$ cat config.mk
export PLATFORM = sky130hd
export DESIGN_NAME = accum_wr_ctrl_flat
export DESIGN_NICKNAME = d
export VERILOG_FILES = /design/src/rtl/accum_wr_ctrl_pkg.sv /design/src/rtl/accum_wr_ctrl_if.sv /design/src/rtl/accum_wr_ctrl_skew_chain.sv /design/src/rtl/accum_wr_ctrl.sv /design/src/flat_wrapper.sv
export SDC_FILE = /design/constraint.sdc
export NUM_CORES = 1
export LEC_CHECK = 0
export CORE_ASPECT_RATIO = 1.1
export CORE_MARGIN = 8
export CORE_UTILIZATION = 41
export CTS_CLUSTER_DIAMETER = 50
export DETAILED_ROUTE_END_ITERATION = 7
export PLACE_DENSITY = 0.75
export SLEW_MARGIN = 25
export SYNTH_ARGS = -nofsm -noshare
export SYNTH_HDL_FRONTEND = slang
export SYNTH_HIERARCHICAL = 1
export SYNTH_SLANG_ARGS = --single-unit
$ cat constraint.sdc
create_clock -name clk -period 2 [get_ports clk]
set_input_delay 0.2 -clock clk [delete_from_list [all_inputs] [get_ports clk]]
set_output_delay 0.2 -clock clk [all_outputs]
set_load 0.02 [all_outputs]
$ cat src/rtl/accum_wr_ctrl_pkg.sv
// Shared parameters and FSM state encoding for the accumulator write-side controller.
// Latency: n/a (declarations only).
// Backpressure: n/a.
// Contents: default array/accumulator geometry, row/address derivation, accum_wr_state_e.
package neurex_pkg;

    localparam int DEF_SYS_COL    = 16;
    localparam int DEF_DATA_WIDTH = 16;
    localparam int DEF_ACCUM_SIZE = 1024;

    // Address width of one bank; a single-row bank still gets one address bit.
    function automatic int calc_addr_width(input int rows);
        return (rows > 1) ? $clog2(rows) : 1;
    endfunction

    localparam int DEF_ACCUM_ROW  = DEF_ACCUM_SIZE / DEF_SYS_COL;
    localparam int DEF_ADDR_WIDTH = calc_addr_width(DEF_ACCUM_ROW);

    typedef enum logic [2:0] {
        ST_IDLE  = 3'd0,
        ST_WAIT  = 3'd1,
        ST_RUN   = 3'd2,
        ST_DRAIN = 3'd3,
        ST_DONE  = 3'd4
    } accum_wr_state_e;

endpackage

$ cat src/rtl/accum_wr_ctrl_if.sv
// Command and per-bank strobe bundle between the write controller and the accumulator banks.
// Latency: n/a (wires only).
// Backpressure: none; en is a start pulse sampled only while the controller is idle.
// master: controller side (takes the command, drives strobes/addresses, busy, done).
// slave:  issuer/bank side (drives the command, observes everything else).
interface accum_wr_ctrl_if
    import neurex_pkg::*;
#(
    parameter int SYS_COL    = DEF_SYS_COL,
    parameter int DATA_WIDTH = DEF_DATA_WIDTH,
    parameter int ADDR_WIDTH = DEF_ADDR_WIDTH
);
    logic                  en;
    logic                  accumulate;
    logic [DATA_WIDTH-1:0] num_row;
    logic [7:0]            first_lat;
    logic [ADDR_WIDTH-1:0] accum_rd_addr [0:SYS_COL-1];
    logic [SYS_COL-1:0]    accum_rd_en;
    logic [ADDR_WIDTH-1:0] accum_wr_addr [0:SYS_COL-1];
    logic [SYS_COL-1:0]    accum_wr_en;
    logic [SYS_COL-1:0]    accum_add_en;
    logic                  busy;
    logic                  done;

    modport master (
        input  en, accumulate, num_row, first_lat,
        output accum_rd_addr, accum_rd_en, accum_wr_addr, accum_wr_en, accum_add_en,
        output busy, done
    );

    modport slave (
        output en, accumulate, num_row, first_lat,
        input  accum_rd_addr, accum_rd_en, accum_wr_addr, accum_wr_en, accum_add_en,
        input  busy, done
    );
endinterface

$ cat src/rtl/accum_wr_ctrl_skew_chain.sv
// Diagonal skew: column c sees the column-0 payload delayed by c cycles.
// Latency: column 0 is combinational pass-through, column c is c register stages.
// Backpressure: none; the chain advances every cycle.
// Ports: clk, rstn (sync, active-low), in_dat (column-0 payload), col_dat[c] (column c payload).
module skew_chain #(
    parameter int SYS_COL = 16,
    parameter int WIDTH   = 8
) (
    input  logic             clk,
    input  logic             rstn,
    input  logic [WIDTH-1:0] in_dat,
    output logic [WIDTH-1:0] col_dat [0:SYS_COL-1]
);

    // stg[c] drives column c+1.
    logic [WIDTH-1:0] stg [0:SYS_COL-2];

    always_ff @(posedge clk) begin
        if (!rstn) begin
            for (int i = 0; i < SYS_COL-1; i++) begin
                stg[i] <= '0;
            end
        end else begin
            stg[0] <= in_dat;
            for (int i = 1; i < SYS_COL-1; i++) begin
                stg[i] <= stg[i-1];
            end
        end
    end

    assign col_dat[0] = in_dat;

    for (genvar c = 1; c < SYS_COL; c++) begin : g_tap
        assign col_dat[c] = stg[c-1];
    end

endmodule

$ cat src/rtl/accum_wr_ctrl.sv
// Accumulator write controller: skewed per-bank read-modify-write strobes, then a done pulse.
// Latency: col0 read at L+1 after the en edge, col0 write one cycle later, done at L+N+SYS_COL+1.
// Backpressure: none; en is ignored while busy, the next start is accepted the cycle after done.
// Ports: clk, rstn (sync, active-low), bus (accum_wr_ctrl_if.master: command in, strobes/busy/done out).
module accum_wr_ctrl
    import neurex_pkg::*;
#(
    parameter int SYS_COL    = DEF_SYS_COL,
    parameter int DATA_WIDTH = DEF_DATA_WIDTH,
    parameter int ACCUM_SIZE = DEF_ACCUM_SIZE
) (
    input logic             clk,
    input logic             rstn,
    accum_wr_ctrl_if.master bus
);

    localparam int ACCUM_ROW  = ACCUM_SIZE / SYS_COL;
    localparam int ADDR_WIDTH = calc_addr_width(ACCUM_ROW);
    localparam int NW         = ADDR_WIDTH + 1;          // holds 0..ACCUM_ROW
    localparam int DRN_W      = $clog2(SYS_COL + 1);
    localparam int PW         = 3 + 2*ADDR_WIDTH;        // {rd_en, rd_addr, wr_en, wr_addr, add_en}

    accum_wr_state_e       state;
    logic [7:0]            lat_cnt;
    logic [DRN_W-1:0]      drn_cnt;
    logic [ADDR_WIDTH-1:0] row;
    logic [NW-1:0]         n_rows;
    logic [NW-1:0]         n_clamp;
    logic                  acc_q;

    // Column-0 registers; iss_vld marks a read slot even when rd_en is held low (overwrite mode).
    logic                  iss_vld;
    logic                  rd_en0;
    logic [ADDR_WIDTH-1:0] rd_addr0;
    logic                  wr_en0;
    logic [ADDR_WIDTH-1:0] wr_addr0;
    logic                  add_en0;
    logic                  busy_q;
    logic                  done_q;

    assign n_clamp = (bus.num_row > DATA_WIDTH'(ACCUM_ROW)) ? NW'(ACCUM_ROW)
                                                            : bus.num_row[NW-1:0];

    // Outputs are registered from the current state, so they trail the state by one cycle.
    always_ff @(posedge clk) begin
        if (!rstn) begin
            state    <= ST_IDLE;
            lat_cnt  <= '0;
            drn_cnt  <= '0;
            row      <= '0;
            n_rows   <= '0;
            acc_q    <= 1'b0;
            iss_vld  <= 1'b0;
            rd_en0   <= 1'b0;
            rd_addr0 <= '0;
            wr_en0   <= 1'b0;
            wr_addr0 <= '0;
            add_en0  <= 1'b0;
            busy_q   <= 1'b0;
            done_q   <= 1'b0;
        end else begin
            busy_q  <= (state != ST_IDLE);
            done_q  <= (state == ST_DONE);
            iss_vld <= (state == ST_RUN);
            rd_en0  <= (state == ST_RUN) && acc_q;
            if (state == ST_RUN) begin
                rd_addr0 <= row;
            end
            // Bank read latency is one cycle: the write follows its read slot directly.
            wr_en0  <= iss_vld;
            add_en0 <= iss_vld && acc_q;
            if (iss_vld) begin
                wr_addr0 <= rd_addr0;
            end

            case (state)
                ST_IDLE: begin
                    if (bus.en) begin
                        acc_q   <= bus.accumulate;
                        n_rows  <= n_clamp;
                        row     <= '0;
                        lat_cnt <= bus.first_lat - 8'd1;
                        if (n_clamp == '0) begin
                            state <= ST_DONE;
                        end else if (bus.first_lat == 8'd0) begin
                            state <= ST_RUN;
                        end else begin
                            state <= ST_WAIT;
                        end
                    end
                end
                ST_WAIT: begin
                    if (lat_cnt == 8'd0) begin
                        state <= ST_RUN;
                    end else begin
                        lat_cnt <= lat_cnt - 8'd1;
                    end
                end
                ST_RUN: begin
                    // Row counter stops at N-1, so addresses never wrap.
                    if ({1'b0, row} == n_rows - NW'(1)) begin
                        state   <= ST_DRAIN;
                        drn_cnt <= DRN_W'(SYS_COL - 1);
                    end else begin
                        row <= row + ADDR_WIDTH'(1);
                    end
                end
                ST_DRAIN: begin
                    // Leaves on the edge that issues the last column's final write.
                    if (drn_cnt == '0) begin
                        state <= ST_DONE;
                    end else begin
                        drn_cnt <= drn_cnt - DRN_W'(1);
                    end
                end
                ST_DONE: begin
                    state <= ST_IDLE;
                end
                default: begin
                    state <= ST_IDLE;
                end
            endcase
        end
    end

    logic [PW-1:0] col0_dat;
    logic [PW-1:0] col_dat [0:SYS_COL-1];

    assign col0_dat = {rd_en0, rd_addr0, wr_en0, wr_addr0, add_en0};

    skew_chain #(
        .SYS_COL (SYS_COL),
        .WIDTH   (PW)
    ) u_skew (
        .clk     (clk),
        .rstn    (rstn),
        .in_dat  (col0_dat),
        .col_dat (col_dat)
    );

    for (genvar c = 0; c < SYS_COL; c++) begin : g_col
        assign bus.accum_rd_en[c]   = col_dat[c][PW-1];
        assign bus.accum_rd_addr[c] = col_dat[c][PW-2 -: ADDR_WIDTH];
        assign bus.accum_wr_en[c]   = col_dat[c][ADDR_WIDTH+1];
        assign bus.accum_wr_addr[c] = col_dat[c][ADDR_WIDTH:1];
        assign bus.accum_add_en[c]  = col_dat[c][0];
    end

    assign bus.busy = busy_q;
    assign bus.done = done_q;

endmodule

$ cat src/flat_wrapper.sv
// flat-port wrapper written by rule: the top's interface ports become plain ports
module accum_wr_ctrl_flat import neurex_pkg::*;
#(
    parameter int SYS_COL    = DEF_SYS_COL,
    parameter int DATA_WIDTH = DEF_DATA_WIDTH,
    parameter int ACCUM_SIZE = DEF_ACCUM_SIZE
)
  (clk, rstn, bus_en, bus_accumulate, bus_num_row, bus_first_lat, bus_accum_rd_addr, bus_accum_rd_en, bus_accum_wr_addr, bus_accum_wr_en, bus_accum_add_en, bus_busy, bus_done);
  accum_wr_ctrl_if #(.SYS_COL(SYS_COL), .DATA_WIDTH(DATA_WIDTH)) bus_i ();
  input logic clk;
  input logic rstn;
  input wire logic [$bits(bus_i.en)-1:0] bus_en;
  input wire logic [$bits(bus_i.accumulate)-1:0] bus_accumulate;
  input wire logic [$bits(bus_i.num_row)-1:0] bus_num_row;
  input wire logic [$bits(bus_i.first_lat)-1:0] bus_first_lat;
  output wire logic [$bits(bus_i.accum_rd_addr)-1:0] bus_accum_rd_addr;
  output wire logic [$bits(bus_i.accum_rd_en)-1:0] bus_accum_rd_en;
  output wire logic [$bits(bus_i.accum_wr_addr)-1:0] bus_accum_wr_addr;
  output wire logic [$bits(bus_i.accum_wr_en)-1:0] bus_accum_wr_en;
  output wire logic [$bits(bus_i.accum_add_en)-1:0] bus_accum_add_en;
  output wire logic [$bits(bus_i.busy)-1:0] bus_busy;
  output wire logic [$bits(bus_i.done)-1:0] bus_done;
  assign bus_i.en = bus_en;
  assign bus_i.accumulate = bus_accumulate;
  assign bus_i.num_row = bus_num_row;
  assign bus_i.first_lat = bus_first_lat;
  assign bus_accum_rd_addr = {>>{bus_i.accum_rd_addr}};
  assign bus_accum_rd_en = bus_i.accum_rd_en;
  assign bus_accum_wr_addr = {>>{bus_i.accum_wr_addr}};
  assign bus_accum_wr_en = bus_i.accum_wr_en;
  assign bus_accum_add_en = bus_i.accum_add_en;
  assign bus_busy = bus_i.busy;
  assign bus_done = bus_i.done;
  accum_wr_ctrl #(.SYS_COL(SYS_COL), .DATA_WIDTH(DATA_WIDTH), .ACCUM_SIZE(ACCUM_SIZE)) u_core (.clk(clk), .rstn(rstn), .bus(bus_i));
endmodule
==> results of run 1 <==
cell type report:
| cell class | count | area (um^2) | area share (%) |
|---|---|---|---|
| Clock buffer | 37 | 848 | 6.62 |
| Clock inverter | 18 | 164 | 1.28 |
| Inverter | 9 | 33.8 | 0.264 |
| Multi-Input combinational cell | 444 | 2890 | 22.5 |
| Sequential cell | 273 | 5470 | 42.7 |
| Tap cell | 256 | 320 | 2.50 |
| Timing Repair Buffer | 318 | 3090 | 24.1 |
flip-flops by register name, summed over array words and instances (netlist names):
name and cells:
u_core/acc_q 1, u_core/add_en0 1, u_core/bus.busy 1, u_core/bus.done 1, u_core/drn_cnt 5, u_core/iss_vld 1
u_core/lat_cnt 8, u_core/n_rows 7, u_core/rd_addr0 6, u_core/rd_en0 1, u_core/row 6, u_core/state 3
u_core/u_skew/stg 225, u_core/wr_addr0 6, u_core/wr_en0 1
logic make-up (layout without fill, tap and decap cells):
logic type / Yosys count / after routing / synth area share [%]
buffers and inverters: 64 / 382 / 4.63
adder cells (fa/ha/maj): 5 / 5 / 0.725
AO/OA/AOI/OAI: 72 / 72 / 5.79
AND/OR/NAND/NOR: 350 / 350 / 23.6
flip-flops: 273 / 273 / 63.4
XOR/XNOR: 8 / 8 / 0.812
multiplexers: 9 / 9 / 1.04
final timing paths:
check,slack (ns),endpoint,cells after the start,startpoint
max,-0.02,u_core/row[0]$_SDFFE_PN0P_,9,u_core/n_rows[0]$_SDFFE_PN0P_
min,0.19,u_core/bus.busy$_SDFF_PN0_,3,rstn
max reg2reg,-0.02,u_core/row[0]$_SDFFE_PN0P_,9,u_core/n_rows[0]$_SDFFE_PN0P_
min reg2reg,0.45,u_core/u_skew/stg[5][25]$_SDFF_PN0_,1,u_core/u_skew/stg[5][10]$_SDFF_PN0_
cells in the mapped netlist (10+ instances only):
| cell | instances | area [um^2] |
|---|---|---|
| dfxtp_1 | 273 | 5470 |
| buf_6 | 12 | 135 |
| o21ai_0 | 10 | 50.1 |
| nor2_1 | 23 | 86.3 |
| nand2_1 | 40 | 150 |
| or3_1 | 11 | 68.8 |
| and2_1 | 230 | 1440 |
| nor3_1 | 10 | 50.1 |
| clkbuf_1 | 16 | 60.1 |
| buf_4 | 15 | 113 |
| a21oi_1 | 24 | 120 |
through the flow:
| step | instance area [um^2] | hold slack [ns] | cells |
|---|---|---|---|
| 2_1_floorplan | 8670 | 0.309 | 781 |
| 3_3_place_gp | 11700 | 0.438 | 1296 |
| 3_5_place_dp | 11700 | 0.443 | 1296 |
| 4_1_cts | 12700 | 0.163 | 1354 |
| 5_1_grt | 12800 | 0.201 | 1355 |
| 6_report | 12800 | 0.187 | 1355 |
where the power goes:
part           switching, W  internal (W)  leakage [nW]
Sequential         0.000116       0.00555          2.20
Clock               0.00218       0.00329         0.516
Combinational      0.000758      0.000636          2.31
Total               0.00306       0.00948          5.03
timing repair:
action,in CTS,in global routing
buffers inserted,2,2
pin swaps,11,13
setup endpoints to repair,11,13
resized for setup,11,17
cloned,1,0
hold endpoints to repair,0,0
layer usage:
metal  GRT usage (%)  vias up
li1                -     3123
met1            17.7     2904
met2            29.4      261
met3            7.30       34
met4            4.69        0
met5               0        -
critical path: cells and delay by family, from the launching register on:
family,cells,cell delay [ns]
AOI/OAI and AO/OA,4,1.02
adders and majority gates,1,0.17
buffers and inverters,2,0.24
DFF,1,0.32
and+or+nand+nor,2,0.16
==> impl_metrics.ini, run 1 <==
[setup_path]
criticalPathCategory = flop to flop
worstPathCellList = inv_2, ha_4, nand4bb_1, a211oi_2, o311ai_4, o31ai_4, buf_6, nor2_2, o21a_1
slowest_stage = o31ai_4
worst_setup_path_start_kind = flop
crit_arrival_ns = 2.44
cp_slowest_stage_delay_ns = 0.37
end_kind = flop
path_max_fanout = 6
crit_required_ns = 2.43

[drt]
vias_per_cell = 4.67
dr_wl_met2_mm = 10.9
wirelength_mm = 22.6
drtAntennaViolNets = 0
met3WireLength_mm = 2.49
met1Wirelength_mm = 8.74
drt_iter0_drc = 219
drc = 0
dr_total_vias = 6322
wire_per_inst_um = 16.7
top_layer = met4
drt_first_pass_iters = 4

[cells_and_area]
final_util_pct = 62.1
nNetsFinal = 1110
diodes = 0
final_common_cell = dfxtp_1
syn2layout_area_growth_pct = 48.5
n_fill_cell = 1680
layout_common_cells = 270 x dfxtp_1, 268 x clkdlybuf4s50_1, 230 x and2_1
drive_above_1_share_pct = 11.8

[timing]
fin_ws_ns = -0.0187
tns_ns = -0.0388
slew_violations = 0
rsz0062_at_grt = true
relSlewSlack_pct = 63.7
final_min_period_over_clock_period_pct = 101
layout_min_cycle_time_ns = 2.02
clock-skew-final_ns = 0.00581
setup_viol = 3
final_hold_viol_count = 0
maxClockFrequency_mhz = 495
tightestPinTransition_ns = 0.545

[synthesis]
avgSynthCellArea_um2 = 11.0
syn_nets = 814
synthArstFlopShare_pct = 0
ys_types = 51
syn_area_um2 = 8630
synth-main-ff-cell = dfxtp_1
yosysSeqAreaShare_pct = 63.4
synth-seq-cells = 273
yosysWarnings = 6
synth_cells = 781
synth-edff-count = 0

[run_status]
violations = setup timing
outcome = finished with violations

[floorplan]
initial_utilization_pct = 41.8
ios = 270
fp-row-count = 55
dieArea_um2 = 25900
die_w_um = 154
coreArea_um2 = 20600
die-height_um = 168

[clock_network]
cts_hold_buf = 0
cts-htree-levels = 1
path_clk_slew_ns = 0.06
clkSinkCount = 273
cts_tree = built
insertion_delay_ns = 0.53
root_buffer = clkbuf_16
clock_path_buffers = 3
cts_buffers = 31

[grt]
grt.total_usage_pct = 16.7
antenna_found_initial = 0
grt_pass1_vias = 6420
grt_remaining_overflow = 0
grt_pass1_wl_mm = 34.8
grt_max_degree = 179

[power_and_ir_drop]
power_density_nw_per_um2 = 978
p_total_w = 0.0125
p_leak_nw = 5.03
max-vdd-ir-drop_mv = 0.833

[min_path]
hold_path.class = input pin to flop

[placed_design]
detailedPlacementHpwl_mm = 16.4
place_congestion = 0.814
dp_slack_ns = -0.373
io_buffers = 269

[run]
cap_violations = 0
Note: power is estimated with default switching activity, not from simulation.
==> inputs of run 2 (changes only) <==
--- a/config.mk
+++ b/config.mk
@@ -7,10 +7,11 @@
 export LEC_CHECK = 0
 export CORE_ASPECT_RATIO = 1.1
 export CORE_MARGIN = 8
-export CORE_UTILIZATION = 41
+export CORE_UTILIZATION = 46
 export CTS_CLUSTER_DIAMETER = 50
 export DETAILED_ROUTE_END_ITERATION = 7
-export PLACE_DENSITY = 0.75
+export PLACE_DENSITY = 0.79
+export RECOVER_POWER = 25
 export SLEW_MARGIN = 25
 export SYNTH_ARGS = -nofsm -noshare
 export SYNTH_HDL_FRONTEND = slang
==> constraint.sdc (replaced) <==
create_clock -name clk -period 2.2 [get_ports clk]
set_input_delay 0.22 -clock clk [delete_from_list [all_inputs] [get_ports clk]]
set_output_delay 0.22 -clock clk [all_outputs]
set_load 0.02 [all_outputs]
==> impl_metrics.ini, run 2 (same netlist as run 1, synthesis figures left out) <==
[clock_network]
cts_buffers = 29
path_clk_slew_ns = 0.06
post_cts_buffers = 0
root_buffer = clkbuf_16
cts_tree = built
insertion_delay_ns = 0.53
cts-htree-levels = 1
clock_path_buffers = 3
clkSinkCount = 273
cts_hold_buf = 0

[power_and_ir_drop]
power_density_nw_per_um2 = 856
p_comb_share_pct = 9.8
p_sw_w = 0.00258
p_sw_share_pct = 24.3
max-vdd-ir-drop_mv = 0.613
p_int_w = 0.00803
p_seq_share_pct = 48.6
p_total_w = 0.0106
p_clk_share_pct = 41.5
p_leak_nw = 4.77

[timing]
rsz0062_at_grt = true
final_hold_viol_count = 0
setup_viol = 0
maxClockFrequency_mhz = 464
clock-skew-final_ns = 0.0133
layout_min_cycle_time_ns = 2.15
slew_violations = 0
tightestPinTransition_ns = 0.481
relSlewSlack_pct = 67.9
final_min_period_over_clock_period_pct = 97.9

[setup_path]
worstPathCellList = buf_4, or3b_2, o22ai_1, a221oi_2, buf_4, nor4_2, nand2b_1, o2111a_1
r2r_end = u_core/drn_cnt[3]$_SDFFE_PN0P_
crit_arrival_ns = 2.62
cp_slowest_stage_delay_ns = 0.46
worst_setup_path_start_kind = flop
crit_required_ns = 2.67
endpoint = u_core/drn_cnt[3]$_SDFFE_PN0P_
path_max_fanout = 4
reg2reg_from = u_core/n_rows[0]$_SDFFE_PN0P_
slowest_stage = or3b_2
criticalPathCategory = flop to flop
end_kind = flop
reg2regPathDepth = 8
path_common_cell = buf_4
startpoint = u_core/n_rows[0]$_SDFFE_PN0P_
r2r_setup_slack_ns = 0.05

[cells_and_area]
final_common_cell = dfxtp_1
drive_above_1_share_pct = 7.40
diodes = 0
layout_common_cells = 272 x dfxtp_1, 268 x clkdlybuf4s50_1, 215 x and2_1
final_util_pct = 67.2
nNetsFinal = 1083
regArea_um2 = 5470
multi_input_area_um2 = 2810
largest_reg_flops = 225
largestRegisters = u_core/u_skew/stg (225), u_core/lat_cnt (8), u_core/n_rows (7)
top_register = u_core/u_skew/stg
n_fill_cell = 1420
syn2layout_area_growth_pct = 43.5

[floorplan]
ios = 270
coreArea_um2 = 18400
dieArea_um2 = 23400
die-height_um = 160
die_w_um = 147
fp-row-count = 52
initial_utilization_pct = 46.8

[run]
cap_violations = 0

[drt]
drt_first_pass_iters = 4
drc = 0
vias_per_cell = 4.74
wirelength_mm = 21.8
wire_per_inst_um = 16.7
drt_iter0_drc = 259
drtAntennaViolNets = 0
dr_total_vias = 6219

[min_path]
hold_path.class = input pin to flop

[grt]
grt_remaining_overflow = 0
grt_max_degree = 131
grt.total_usage_pct = 18.0
antenna_found_initial = 0
grt_pass1_wl_mm = 34.2
grt_pass1_vias = 6281

[placed_design]
place_congestion = 0.847
io_buffers = 269
detailedPlacementHpwl_mm = 16.2

[run_status]
outcome = complete, no violations
-- run 2: worst min path at each step --
stage | to | slack (ns) | depth (start not counted) | start
after floorplan | u_core/n_rows[0]$_SDFFE_PN0P_ | 0.33 | 2 | bus_num_row[0]
after global placement | u_core/u_skew/stg[0][28]$_SDFF_PN0_ | 0.43 | 1 | u_core/u_skew/stg[0][13]$_SDFF_PN0_
after detailed placement | u_core/u_skew/stg[0][28]$_SDFF_PN0_ | 0.44 | 1 | u_core/u_skew/stg[0][13]$_SDFF_PN0_
after CTS | u_core/bus.busy$_SDFF_PN0_ | 0.19 | 4 | rstn
after global routing | u_core/wr_addr0[5]$_SDFFE_PN0P_ | 0.21 | 4 | rstn
final | u_core/row[0]$_SDFFE_PN0P_ | 0.20 | 3 | rstn
-- run 2: cell type report --
cell class                      count  area share (%)
Sequential cell                   273            44.1
Timing Repair Buffer              293            23.4
Multi-Input combinational cell    444            22.7
Clock buffer                       42            6.58
Tap cell                          243            2.46
Clock inverter                      7           0.445
Inverter                            9           0.273
-- run 2: stage by stage --
step                      cells  instance area, um^2  setup WS [ns]  TNS (ns)  hold WS (ns)
after floorplan             781                 8630         0.0601         0         0.329
after global placement     1262                11500         -0.157    -0.277         0.434
after detailed placement   1262                11500         -0.208    -0.432         0.438
after CTS                  1311                12300         0.0127         0         0.188
after global routing       1311                12400        -0.0564    -0.121         0.208
final                      1311                12400         0.0465         0         0.204
-- run 2: per-layer routing --
metal,GRT usage (%),wire [um]
met1,19.5,8580
met5,0,0
met2,31.6,10600
met3,8.08,2400
met4,3.89,283
-- run 2: power by group through the flow --
stage	logic (W)	registers, W	clock network [W]
finish	0.00104	0.00516	0.00440
global route	0.00116	0.00517	0.00474
CTS	0.00101	0.00516	0.00452
detailed placement	0.00101	0.00526	0
global placement	0.000982	0.00526	0
floorplan	0.000701	0.00524	0
-- run 2: what timing repair did --
item                                    CTS  global route
resized for setup                         2             8
hold endpoints to repair                  0             0
pin swaps                                 0             2
endpoints found under the setup margin    3            17
-- run 2: worst max-delay path: cells and delay by family, from the launching register on --
family / cells / cell delay [ns]
buf+inv: 2 / 0.29
flops: 1 / 0.31
compound gates: 3 / 0.45
simple gates: 3 / 1.05
==> inputs of run 3 (changes only) <==
--- a/config.mk
+++ b/config.mk
@@ -12,7 +12,7 @@
 export DETAILED_ROUTE_END_ITERATION = 7
 export PLACE_DENSITY = 0.79
 export RECOVER_POWER = 25
-export SLEW_MARGIN = 25
+export SLEW_MARGIN = 0
 export SYNTH_ARGS = -nofsm -noshare
 export SYNTH_HDL_FRONTEND = slang
 export SYNTH_HIERARCHICAL = 1
==> results of run 3 <==
No change in the layout: final DEF, timing and power equal those of run 2.
